===== config.mk =====
export PLATFORM = sky130hd
export DESIGN_NAME = led_ctrl
export DESIGN_NICKNAME = d
export VERILOG_FILES = /design/src/rtl/led_ctrl.sv
export SDC_FILE = /design/constraint.sdc
export NUM_CORES = 1
export LEC_CHECK = 0
export BUFFER_PORTS_ARGS = -buffer_cell sky130_fd_sc_hd__clkbuf_2
export CORE_UTILIZATION = 51
export CTS_CLUSTER_DIAMETER = 200
export CTS_CLUSTER_SIZE = 8
export DETAILED_ROUTE_END_ITERATION = 8
export GPL_ROUTABILITY_DRIVEN = 0
export GPL_TIMING_DRIVEN = 0
export HOLD_SLACK_MARGIN = 0.05
export PLACE_DENSITY = 0.87
export SETUP_SLACK_MARGIN = 0.15
export SYNTH_ARGS = -nofsm -noshare
export SYNTH_HDL_FRONTEND = slang
export SYNTH_SLANG_ARGS = --single-unit

===== constraint.sdc =====
create_clock -name clk -period 3.45 [get_ports clk]
set_clock_uncertainty 0.05 [all_clocks]
set_input_delay 0.5175 -clock clk [delete_from_list [all_inputs] [get_ports clk]]
set_output_delay 0.5175 -clock clk [all_outputs]
set_load 0.01 [all_outputs]

===== src/rtl/led_ctrl.sv =====
// Memory-mapped LED controller: static, blink and chase modes with a shared prescaler.
// Optional brightness PWM on offset 0x10 when LED_PWM_EN is defined.
module led_ctrl #(
   parameter int unsigned PERIOD_W = 24
) (
   input  logic        clk,
   input  logic        rst,
   input  logic [31:0] addr,
   input  logic        we,
   input  logic [31:0] wdata,
   output logic [31:0] rdata,
   output logic [15:0] led
);

   localparam int unsigned LED_W     = 16;
   localparam int unsigned OFF_W     = 3;
   localparam logic [OFF_W-1:0] OFF_VALUE  = OFF_W'(0);
   localparam logic [OFF_W-1:0] OFF_MODE   = OFF_W'(1);
   localparam logic [OFF_W-1:0] OFF_PERIOD = OFF_W'(2);
   localparam logic [OFF_W-1:0] OFF_STATUS = OFF_W'(3);
   localparam logic [OFF_W-1:0] OFF_BRIGHT = OFF_W'(4);
   localparam logic [1:0] MODE_CHASE_L = 2'd2;

   typedef enum logic [1:0] {
      ST_STATIC    = 2'd0,
      ST_BLINK_ON  = 2'd1,
      ST_BLINK_OFF = 2'd2,
      ST_CHASE     = 2'd3
   } state_t;

   state_t              state;
   state_t              state_n;
   logic [LED_W-1:0]    value;
   logic [1:0]          mode;
   logic [PERIOD_W-1:0] period;
   logic [PERIOD_W-1:0] cnt;
   logic [PERIOD_W-1:0] cnt_max;
   logic [LED_W-1:0]    pat;
   logic [LED_W-1:0]    pat_n;
   logic [OFF_W-1:0]    word;
   logic                wr_value;
   logic                wr_mode;
   logic                wr_period;
   logic                wr_any;
   logic                tick;
   logic                tick_eff;
   logic                blink_on;
   logic                chase_left;
   logic                unused_bits;

   assign word       = addr[4:2];
   assign wr_value   = we && (word == OFF_VALUE);
   assign wr_mode    = we && (word == OFF_MODE);
   assign wr_period  = we && (word == OFF_PERIOD);
   assign wr_any     = wr_value || wr_mode || wr_period;
   assign blink_on   = (state == ST_BLINK_ON);
   assign chase_left = (mode == MODE_CHASE_L);
   assign unused_bits = ^{addr[31:5], addr[1:0], wdata};

   // PERIOD of zero behaves as one: tick every cycle.
   assign cnt_max  = (period == '0) ? '0 : period - PERIOD_W'(1);
   assign tick     = (cnt == cnt_max);
   assign tick_eff = tick && !wr_any;

   // Control registers
   always_ff @(posedge clk or posedge rst) begin
      if (rst) begin
         value  <= '0;
         mode   <= '0;
         period <= '0;
      end else begin
         if (wr_value)  value  <= wdata[LED_W-1:0];
         if (wr_mode)   mode   <= wdata[1:0];
         if (wr_period) period <= wdata[PERIOD_W-1:0];
      end
   end

   // Prescaler; any control write restarts the period
   always_ff @(posedge clk or posedge rst) begin
      if (rst) begin
         cnt <= '0;
      end else if (wr_any || tick) begin
         cnt <= '0;
      end else begin
         cnt <= cnt + PERIOD_W'(1);
      end
   end

   // FSM state and pattern/shift register
   always_ff @(posedge clk or posedge rst) begin
      if (rst) begin
         state <= ST_STATIC;
         pat   <= '0;
      end else begin
         state <= state_n;
         pat   <= pat_n;
      end
   end

   // Writes take priority over a coincident tick
   always_comb begin
      state_n = state;
      pat_n   = pat;
      if (wr_mode) begin
         case (wdata[1:0])
            2'd0:    state_n = ST_STATIC;
            2'd1:    state_n = ST_BLINK_ON;
            default: state_n = ST_CHASE;
         endcase
         pat_n = value;
      end else if (wr_value) begin
         if (state != ST_BLINK_OFF) pat_n = wdata[LED_W-1:0];
      end else if (tick_eff) begin
         case (state)
            ST_BLINK_ON: begin
               state_n = ST_BLINK_OFF;
               pat_n   = '0;
            end
            ST_BLINK_OFF: begin
               state_n = ST_BLINK_ON;
               pat_n   = value;
            end
            ST_CHASE: begin
               if (chase_left) pat_n = {pat[LED_W-2:0], pat[LED_W-1]};
               else            pat_n = {pat[0], pat[LED_W-1:1]};
            end
            default: ;
         endcase
      end
   end

`ifdef LED_PWM_EN
   logic [7:0]       bright;
   logic [7:0]       pwm_cnt;
   logic             pwm_on;
   logic [LED_W-1:0] led_q;
   logic             wr_bright;

   assign wr_bright = we && (word == OFF_BRIGHT);
   assign pwm_on    = (bright == 8'hFF) || (pwm_cnt < bright);

   // Brightness register, free-running PWM counter and gated output
   always_ff @(posedge clk or posedge rst) begin
      if (rst) begin
         bright  <= 8'hFF;
         pwm_cnt <= '0;
         led_q   <= '0;
      end else begin
         if (wr_bright) bright <= wdata[7:0];
         pwm_cnt <= pwm_cnt + 8'd1;
         led_q   <= pwm_on ? pat_n : '0;
      end
   end

   assign led = led_q;
`else
   assign led = pat;
`endif

   // Combinational read mux, no side effects
   always_comb begin
      rdata = '0;
      case (word)
         OFF_VALUE:  rdata = {16'h0000, value};
         OFF_MODE:   rdata = {30'h0, mode};
         OFF_PERIOD: rdata = 32'(period);
         OFF_STATUS: rdata = {15'h0, blink_on, pat};
`ifdef LED_PWM_EN
         OFF_BRIGHT: rdata = {24'h0, bright};
`endif
         default:    rdata = '0;
      endcase
   end

endmodule


==> flow_summary.ini <==
[min_path]
hold_class = in -> async

[power]
swShare_pct = 39.1
clockPowerShare_pct = 23.4
power_switching_mw = 1.53
total_power_mw = 3.92
seq_power_share_pct = 36.8
peakVddDrop_mv = 0.422
pwr-share-comb_pct = 39.8
p_int_mw = 2.39
power_leakage_nw = 3.35
power.density_nw_per_um2 = 554

[detailed_routing]
wirelength_um = 16800
drt_drc_violations_left = 0
ant_nets = 0
viasPerCell = 5.98
drtIter0Drc = 504
vias = 5841
routedWlPerCell_um = 17.2
dr.pass1.iters = 5

[yosys]
synth.area.top_cells = dfrtp_1, nand2_1, nor2_1, mux2i_1, xnor2_1
syn_area_um2 = 5860
ys_warn_count = 0
synth.avg_cell_area_um2 = 8.11
synth_top_area_cell = dfrtp_1
seq_area_frac_synth_pct = 35.9
synth-edff-count = 0
ys_async_sr_fraction_pct = 100
synth_top_area_share_pct = 35.9
synth_ff_type = dfrtp_1
synth_seq_cells = 84
ys_types = 67
syn_inst = 722

[critical_path]
r2r_setup_slack_ns = -0.05
reg2reg_depth = 12
setup.worst_path.start = period[15]
cp-endpoint = led[1]
critPathBufInv = 3
cpLargestDelayFamily = simple AND/OR/NAND/NOR gates
cp-start-kind = flop
path_cells = clkbuf_1, nor4_2, o221ai_1, a21oi_1, nand4b_1, nor4_1, nand3b_1, and4b_4, o22ai_4, buf_6, buf_16, mux2_4
r2r-start = period[15]
cp_max_fo = 10
crit_slowest_cell = nor4_2
cp.required_ns = 3.64
path_depth = 12
end_kind = flop
slowest_delay_ns = 0.58
path_class = reg -> reg
worst_r2r_endpoint = led[1]
cp.arrival_ns = 3.69

[layout]
finalInstanceArea_um2 = 7080
finalNetCount = 901
syn_to_final_growth_pct = 20.8
layout-drive-gt1-share_pct = 21.4
final_core_util_pct = 64.2
num_antenna_cells = 0

[sta]
rsz0062_at_grt = true
hold_viol_final = 0
period_minus_slack_ns = 3.50
worst_slew_pin_slew_ns = 0.911
slew_headroom_pct = 38.8
fmax_ghz = 0.285
fin_setup_tns_ns = -0.636
period_share_pct = 102
setup_violations = 16
slew_viol_final = 0
worst_slack_ns = -0.0544

[cts]
htree_num_levels = 3
cts-root-buf = clkbuf_16
holdBufCountCts = 0
cts_tree = yes
clock_sinks = 84
insertion_delay_ns = 0.35
cts_buffer_depth = 2
cts_inserted_buffers = 9
path_clk_slew_ns = 0.06

[outcome]
status = complete, but fails checks
violations = negative setup slack

[floorplanning]
die-area_um2 = 11900
core_um2 = 11000
die_width_um = 109
num_rows = 38
io_pins = 115
start_util_pct = 53.1
die_y_um = 109

[global_route]
grt_max_degree = 61
grt_pass1_vias = 5569
grt_antenna_before_repair = 0
grt_pass1_wl_um = 27200
grtUsageTotal_pct = 29.8
overflow = 0

[placed_design]
hpwlAfterDp_um = 11700
place_area_um2 = 6420
portBuffers = 66

[flow_run]
cap_violations = 0
[power by group through the flow]
stage	logic [mW]	registers (mW)	clock network [mW]
finish	1.56	1.44	0.918
floorplan	0.983	1.41	0
global route	1.69	1.47	0.971
CTS	1.49	1.43	0.929
detailed placement	1.36	1.45	0
global placement	1.32	1.43	0
[sequential cells by signal (all words and copies together), names as in the netlist]
name / flops
mode: 2
state: 2
led: 16
cnt: 24
period: 24
value: 16
[stage by stage]
step	hold WS, ns	std cells	worst slack, ns
floorplan	0.413	729	0.215
global placement	0.432	935	-0.258
detailed placement	0.439	936	-0.278
CTS	0.0816	972	0.0729
global route	0.104	977	-0.185
finish	0.0735	977	-0.0544
[worst min path at each step]
| stage | end | slack [ns] | cells after the start |
|---|---|---|---|
| finish | cnt[19] | 0.07 | 2 |
| global placement | value[10] | 0.43 | 2 |
| detailed placement | value[4] | 0.44 | 2 |
| CTS | cnt[19] | 0.08 | 2 |
| global route | cnt[20] | 0.10 | 2 |
| floorplan | value[0] | 0.41 | 2 |
[cells in the mapped netlist, types with 10 or more instances]
master / count
nor2_1: 90
xor2_1: 21
nand2b_1: 10
mux2i_1: 32
nor3_1: 16
o211ai_1: 21
dfrtp_1: 84
and2_1: 11
nor4_1: 10
nand2_1: 166
nand4_1: 10
o21ai_0: 14
mux2_4: 10
nand3_1: 20
clkbuf_1: 43
xnor2_1: 21
a21oi_1: 24
[layer usage]
metal / global-route usage (%) / share of wire, % / vias to the layer above
li1: - / - / 2686
met1: 35.7 / 39 / 2777
met2: 49.6 / 49 / 297
met3: 5.74 / 7.1 / 81
met4: 17.9 / 4.9 / 0
met5: 0 / 0 / -
[kinds of logic after synthesis]
group / share of synthesized area, %
AND/OR/NAND/NOR: 30.9
AO/OA/AOI/OAI: 10.9
flip-flops: 35.9
buffers and inverters: 5.28
multiplexers: 10.3
XOR/XNOR: 6.28
adder cells (fa/ha/maj): 0.427
other: 0.0640
[what timing repair did]
action,CTS,global route
setup endpoints to repair,37,37
buffers inserted,19,5
cloned,1,0
pin swaps,7,2
gates resized for setup,33,8
[worst reg2reg max path: cells and delay by family, from the launching register on]
family | cells | cell delay (ns)
and+or+nand+nor | 5 | 1.56
buffers and inverters | 3 | 0.59
AOI/OAI and AO/OA | 3 | 0.54
DFF | 1 | 0.37
muxes | 1 | 0.29
[layout make-up]
class	count	area, µm²
Sequential cell	84	2110
Buffer	57	302
Multi-Input combinational cell	579	3580
Inverter	9	36.3
Tap cell	140	175
Timing Repair Buffer	92	589
Clock inverter	5	36.3
Clock buffer	11	243
Fill cell	905	3950
[placed cells by master (no fill, tap or decap), types with 4 or more instances in the layout]
| master | instances |
|---|---|
| a21oi_1 | 24 |
| and2_1 | 11 |
| and3_1 | 8 |
| buf_4 | 28 |
| buf_6 | 5 |
| clkbuf_1 | 39 |
| clkbuf_16 | 9 |
| clkbuf_2 | 67 |
| conb_1 | 8 |
| dfrtp_1 | 77 |
| dfrtp_2 | 7 |
| inv_1 | 8 |
| mux2_2 | 8 |
| mux2_4 | 10 |
| mux2i_1 | 32 |
| nand2_1 | 166 |
| nand2b_1 | 10 |
| nand3_1 | 20 |
| nand4_1 | 10 |
| nor2_1 | 90 |
| nor2b_1 | 5 |
| nor3_1 | 14 |
| nor3b_1 | 5 |
| nor4_1 | 8 |
| nor4_4 | 6 |
| o211ai_1 | 21 |
| o21ai_0 | 12 |
| or2_2 | 4 |
| or3_1 | 4 |
| xnor2_1 | 20 |
| xor2_1 | 21 |
(Power assumes the default switching activity.)
